==> config.mk <==
export PLATFORM = sky130hd
export DESIGN_NAME = m_imm_decode_stage
export DESIGN_NICKNAME = d
export VERILOG_FILES = /design/src/rtl/m_imm_decode_stage.sv
export SDC_FILE = /design/constraint.sdc
export NUM_CORES = 1
export LEC_CHECK = 0
export ABC_AREA = 1
export BUFFER_PORTS_ARGS = -buffer_cell sky130_fd_sc_hd__buf_2
export CAP_MARGIN = 20
export CORE_MARGIN = 2
export CORE_UTILIZATION = 58
export CTS_BUF_LIST = sky130_fd_sc_hd__clkbuf_4
export DETAILED_ROUTE_END_ITERATION = 12
export HOLD_SLACK_MARGIN = 0.08
export MAX_ROUTING_LAYER = met4
export PLACE_DENSITY = 0.9
export RECOVER_POWER = 50
export SLEW_MARGIN = 25
export SYNTH_ARGS = -nofsm -noshare
export SYNTH_HDL_FRONTEND = slang
export SYNTH_SLANG_ARGS = --single-unit
==> constraint.sdc <==
create_clock -name w_clk -period 3.7 [get_ports w_clk]
set_clock_uncertainty 0.05 [all_clocks]
set_input_delay 0.74 -clock w_clk [delete_from_list [all_inputs] [get_ports w_clk]]
set_output_delay 0.74 -clock w_clk [all_outputs]
set_load 0.1 [all_outputs]
==> src/rtl/m_imm_decode_stage.sv <==
// Immediate-decode pipeline stage: classifies RV32/RV64 opcodes, sign-extends the
// immediate to XLEN and computes the PC-relative target, behind a 2-entry skid buffer.
module m_imm_decode_stage #(
  parameter int XLEN = 32,
  parameter bit RV64 = 1'b0
) (
  input  logic            w_clk,
  input  logic            w_rst,
  input  logic            w_flush,
  input  logic            in_valid,
  output logic            in_ready,
  input  logic [31:0]     in_ir,
  input  logic [XLEN-1:0] in_pc,
  output logic            out_valid,
  input  logic            out_ready,
  output logic [31:0]     out_ir,
  output logic [XLEN-1:0] out_pc,
  output logic [XLEN-1:0] out_imm,
  output logic [4:0]      out_fmt,
  output logic [XLEN-1:0] out_target,
  output logic            out_illegal
);

  localparam logic [1:0] ST_EMPTY = 2'd0;
  localparam logic [1:0] ST_ONE   = 2'd1;
  localparam logic [1:0] ST_TWO   = 2'd2;

  localparam logic [4:0] FMT_I = 5'b00001;
  localparam logic [4:0] FMT_S = 5'b00010;
  localparam logic [4:0] FMT_B = 5'b00100;
  localparam logic [4:0] FMT_U = 5'b01000;
  localparam logic [4:0] FMT_J = 5'b10000;

  typedef struct packed {
    logic [31:0]     ir;
    logic [XLEN-1:0] pc;
    logic [XLEN-1:0] imm;
    logic [XLEN-1:0] target;
    logic [4:0]      fmt;
    logic            illegal;
  } entry_t;

  logic [6:0]      opcode_s;
  logic [31:0]     imm32_s;
  logic [XLEN-1:0] imm_s;
  logic [4:0]      fmt_s;
  logic            illegal_s;
  logic            use_target_s;
  entry_t          dec_s;

  logic [1:0]      count_r;
  logic [1:0]      count_nxt_s;
  logic            in_ready_r;
  logic            out_valid_r;
  entry_t          head_r;
  entry_t          skid_r;
  logic            in_xfer_s;
  logic            out_xfer_s;
  logic            load_head_dec_s;
  logic            load_head_skid_s;
  logic            load_skid_s;

  // Opcode classification and 32-bit immediate assembly; opcodes with ir[1:0]!=11 fall to default.
  always_comb begin
    opcode_s     = in_ir[6:0];
    imm32_s      = 32'd0;
    fmt_s        = 5'd0;
    illegal_s    = 1'b0;
    use_target_s = 1'b0;
    case (opcode_s)
      7'b0000011, 7'b0010011, 7'b1100111, 7'b1110011, 7'b0001111: begin
        imm32_s = {{20{in_ir[31]}}, in_ir[31:20]};
        fmt_s   = FMT_I;
      end
      7'b0011011: begin
        if (RV64) begin
          imm32_s = {{20{in_ir[31]}}, in_ir[31:20]};
          fmt_s   = FMT_I;
        end else begin
          illegal_s = 1'b1;
        end
      end
      7'b0100011: begin
        imm32_s = {{20{in_ir[31]}}, in_ir[31:25], in_ir[11:7]};
        fmt_s   = FMT_S;
      end
      7'b1100011: begin
        imm32_s      = {{19{in_ir[31]}}, in_ir[31], in_ir[7], in_ir[30:25], in_ir[11:8], 1'b0};
        fmt_s        = FMT_B;
        use_target_s = 1'b1;
      end
      7'b0110111: begin
        imm32_s = {in_ir[31:12], 12'd0};
        fmt_s   = FMT_U;
      end
      7'b0010111: begin
        imm32_s      = {in_ir[31:12], 12'd0};
        fmt_s        = FMT_U;
        use_target_s = 1'b1;
      end
      7'b1101111: begin
        imm32_s      = {{11{in_ir[31]}}, in_ir[31], in_ir[19:12], in_ir[20], in_ir[30:21], 1'b0};
        fmt_s        = FMT_J;
        use_target_s = 1'b1;
      end
      7'b0110011: begin
        illegal_s = 1'b0;
      end
      7'b0111011: begin
        if (RV64) begin
          illegal_s = 1'b0;
        end else begin
          illegal_s = 1'b1;
        end
      end
      default: begin
        illegal_s = 1'b1;
      end
    endcase
  end

  // Widen to XLEN and form the captured entry; target wraps modulo 2^XLEN.
  always_comb begin
    imm_s          = {{(XLEN-31){imm32_s[31]}}, imm32_s[30:0]};
    dec_s.ir       = in_ir;
    dec_s.pc       = in_pc;
    dec_s.imm      = imm_s;
    dec_s.fmt      = fmt_s;
    dec_s.illegal  = illegal_s;
    if (use_target_s) begin
      dec_s.target = in_pc + imm_s;
    end else begin
      dec_s.target = {XLEN{1'b0}};
    end
  end

  assign in_xfer_s  = in_valid & in_ready_r;
  assign out_xfer_s = out_valid_r & out_ready;

  // Occupancy next-state and which buffer slot gets loaded this cycle.
  always_comb begin
    count_nxt_s      = count_r;
    load_head_dec_s  = 1'b0;
    load_head_skid_s = 1'b0;
    load_skid_s      = 1'b0;
    if (w_flush) begin
      count_nxt_s = ST_EMPTY;
    end else begin
      case (count_r)
        ST_EMPTY: begin
          if (in_xfer_s) begin
            count_nxt_s     = ST_ONE;
            load_head_dec_s = 1'b1;
          end else begin
            count_nxt_s = ST_EMPTY;
          end
        end
        ST_ONE: begin
          case ({in_xfer_s, out_xfer_s})
            2'b10: begin
              count_nxt_s = ST_TWO;
              load_skid_s = 1'b1;
            end
            2'b01: begin
              count_nxt_s = ST_EMPTY;
            end
            2'b11: begin
              count_nxt_s     = ST_ONE;
              load_head_dec_s = 1'b1;
            end
            default: begin
              count_nxt_s = ST_ONE;
            end
          endcase
        end
        ST_TWO: begin
          if (out_xfer_s) begin
            count_nxt_s      = ST_ONE;
            load_head_skid_s = 1'b1;
          end else begin
            count_nxt_s = ST_TWO;
          end
        end
        default: begin
          count_nxt_s = ST_EMPTY;
        end
      endcase
    end
  end

  // State and buffer registers; handshake flags are registered from the next occupancy.
  always_ff @(posedge w_clk) begin
    if (w_rst) begin
      count_r     <= ST_EMPTY;
      in_ready_r  <= 1'b1;
      out_valid_r <= 1'b0;
      head_r      <= '0;
      skid_r      <= '0;
    end else begin
      count_r     <= count_nxt_s;
      in_ready_r  <= (count_nxt_s != ST_TWO);
      out_valid_r <= (count_nxt_s != ST_EMPTY);
      if (load_head_dec_s) begin
        head_r <= dec_s;
      end else if (load_head_skid_s) begin
        head_r <= skid_r;
      end
      if (load_skid_s) begin
        skid_r <= dec_s;
      end
    end
  end

  assign in_ready    = in_ready_r;
  assign out_valid   = out_valid_r;
  assign out_ir      = head_r.ir;
  assign out_pc      = head_r.pc;
  assign out_imm     = head_r.imm;
  assign out_fmt     = head_r.fmt;
  assign out_target  = head_r.target;
  assign out_illegal = head_r.illegal;

endmodule

==> impl_metrics.tcl <==
set metrics [dict create \
    vias 14271 \
    synthTopCellsByCount "283 x a21oi_1, 277 x nand2_1, 272 x dfxtp_1" \
    worstPathCellList "buf_2 -> inv_1 -> nand2_1 -> nor2_8 -> nand2_2 -> nand3_4 -> buf_4 -> inv_2 -> o22ai_1 -> ha_1 -> fa_1 -> nand3_1 -> nand2_1 -> nand2_1 -> nand2_1 -> nand3_1 -> nand2_1 -> nand2_1 -> nand2_1 -> nand2_1 -> nand3_1 -> nand2_1 -> nand2_1 -> a21oi_1" \
    yosysTopAreaCell "dfxtp_1" \
    hold_path_startpoint "in_pc[22]" \
    grt.busiest_layer "met2" \
    worst_hold_path_type "in -> reg" \
    port-buffer-count 204 \
    avgViaCountPerCell 5.86 \
    die_h_um 155 \
    crit_top_cell "nand2_1" \
    multiInputGateArea_mm2 0.00653 \
    crit_type "in -> reg" \
    die-width_um 155 \
    timing.fmax_mhz 301 \
    clock_latency_ns 0.69 \
    yosysMostFrequentCell "a21oi_1" \
    status "finished, violations left" \
    start_kind "input pin" \
    synth_edf_count 0 \
    power_density_mw_per_mm2 474 \
    final_area_mm2 0.0157 \
    layout_setup_ws_ns 0.372 \
    synth_area_leaders "dfxtp_1 41%, a21oi_1 11%, o21ai_0 10%" \
    p_seq_frac 0.421 \
    instances_no_fill 2436 \
    core-area_mm2 0.0226 \
    synthCells 1839 \
    drv_slew 246 \
    cp-startpoint "in_ir[3]" \
    cts.sinks 272 \
    initial_utilization 0.589 \
    slowest_delay_ns 0.33 \
    finalHoldViolCount 0 \
    cts_made_buffers 70 \
    fill_cells 1933 \
    grt_pass1_vias 13425 \
    syn-num-nets 1942 \
    switchingPower_w 0.00270 \
    r2r-start "in_ready" \
    post-cts-setup-buffers 0 \
    hpwlAfterDp_um 30800 \
    intPower_w 0.00474 \
    fin_crit_ns 3.33 \
    gr-usage-met1 0.459 \
    drc 0 \
    tritoncts "done" \
    vdd_ir_drop_max_uv 310 \
    gp_congestion 0.987 \
    placed_area_mm2 0.0150 \
    ios 205 \
    grt_pass1_wl_um 70000 \
    antenna_found_initial 1 \
    seq_area_mm2 0.00545 \
    grt_max_degree 246 \
    fin_nets 2208 \
    ys_seq_area_frac 0.410 \
    gr-total-overflow 0 \
    p_comb_frac 0.224 \
    cap_viol_max_count 1 \
    wl_um 44600 \
    grt_util_all_layers 0.373 \
    worst_pin_slew_ns 2.20 \
    place_ws_ns -0.236 \
    synth_area_mm2 0.0133 \
    power.share.switching 0.363 \
    cts_root_buffer "clkbuf_4" \
    die-area_mm2 0.0241 \
    violations "max-capacitance violations, max-slew violations" \
    syn_avg_cell_area_um2 7.23 \
    firstDrtPassIters 8 \
    synthArstFlopShare 0 \
    drive_gt1_frac 0.172 \
    hold_buffers 0 \
    cts_max_level 3 \
    cp.arrival_ns 3.81 \
    grtUsageMet2 0.602 \
    flow.area_growth_from_synthesis_pct 18.3 \
    worstPathRequired_ns 4.18 \
    rsz0062_at_grt "no" \
    ys.flop_type "dfxtp_1" \
    p_leak_nw 7.35 \
    synth_top_area_share 0.410 \
    clockBufferDepth 3 \
    core.rowCount 55 \
    first_iter_violations 1547 \
    met3_usage 0.0652 \
    crit_slowest_cell "o22ai_1" \
    postLayoutCoreUtil 0.697 \
    critPathCaptureType "register" \
    path_clk_slew_ns 0.07 \
    hold_slack_ns 0.267 \
    ys_types 41 \
    finalCritPeriodShare 0.899 \
    setup_viol 0 \
    ys_warn_count 0 \
    drt.antenna.violating_nets 0 \
    max_slew_margin -0.469 \
    yosys_register_bits 272 \
    pwr-share-clk 0.355 \
    place_inst 2318 \
    crit_path_max_fanout 6 \
    r2r_setup_slack_ns 0.44 \
    cts-resized-gates 0 \
    wl_per_cell_um 18.3 \
]
cells by family (layout without fill, tap and decap cells):
kind of cell | after synthesis | after routing | synth area share
adders and majority gates | 34 | 34 | 0.0326
DFF | 272 | 272 | 0.410
and+or+nand+nor | 507 | 507 | 0.164
buffers and inverters | 322 | 633 | 0.0987
AOI/OAI and AO/OA | 704 | 704 | 0.295
other | 0 | 1 | 0
through the flow:
step / power (W) / setup TNS (ns)
2_1_floorplan: 0.00444 / 0
3_3_place_gp: 0.00484 / -0.999
3_5_place_dp: 0.00486 / -1.48
4_1_cts: 0.00748 / 0
5_1_grt: 0.00772 / 0
6_report: 0.00745 / 0
flip-flops by register name, indices dropped and copies added, names as in the netlist:
register / flops
out_valid: 1
out_fmt: 5
count_r: 2
out_pc: 32
skid_r: 134
out_illegal: 1
out_target: 32
out_imm: 32
out_ir: 32
in_ready: 1
power by group through the flow:
stage | sequential (W) | combinational, W | clock, W
2_1_floorplan | 0.00390 | 0.000539 | 0
3_3_place_gp | 0.00319 | 0.00165 | 0
3_5_place_dp | 0.00319 | 0.00167 | 0
4_1_cts | 0.00313 | 0.00168 | 0.00267
5_1_grt | 0.00314 | 0.00176 | 0.00282
6_report | 0.00314 | 0.00167 | 0.00264
placed cells by master, fill, tap and decap left out, drive strengths merged, types with 7 or more instances in the layout:
cell type / instances
a21oi: 290
nor2: 131
buf: 188
ha: 33
inv: 203
nor3: 7
clkinv: 15
o21ai: 297
nand2: 291
clkbuf: 223
nand4: 11
o211ai: 11
o22ai: 94
dfxtp: 272
nand3: 58
layer usage:
metal  part of all wire  up-vias
li1                   -     6780
met1               0.41     6644
met2               0.47      719
met3              0.080      128
met4              0.041        0
met5                  0        -
final timing paths:
check	depth (start not counted)	endpoint
worst min register to register	2	out_target[20]
worst max-delay path	24	out_target[30]
worst min-delay path	3	skid_r[92]
worst max register to register	9	skid_r[57]
cell type report:
type	instances	area share
Multi-Input combinational cell	1245	0.415
Sequential cell	272	0.346
Timing Repair Buffer	315	0.112
Inverter	201	0.0484
Clock buffer	96	0.0458
Tap cell	285	0.0227
Clock inverter	21	0.00971
Antenna cell	1	0.000159
worst max-delay path: cells and delay by family:
family	cells	cell delay (ns)
AO/OA/AOI/OAI	2	0.38
AND/OR/NAND/NOR	16	1.77
buffers and inverters	4	0.36
adder cells (fa/ha/maj)	2	0.54
No activity file was read; power rests on OpenSTA's default activity.
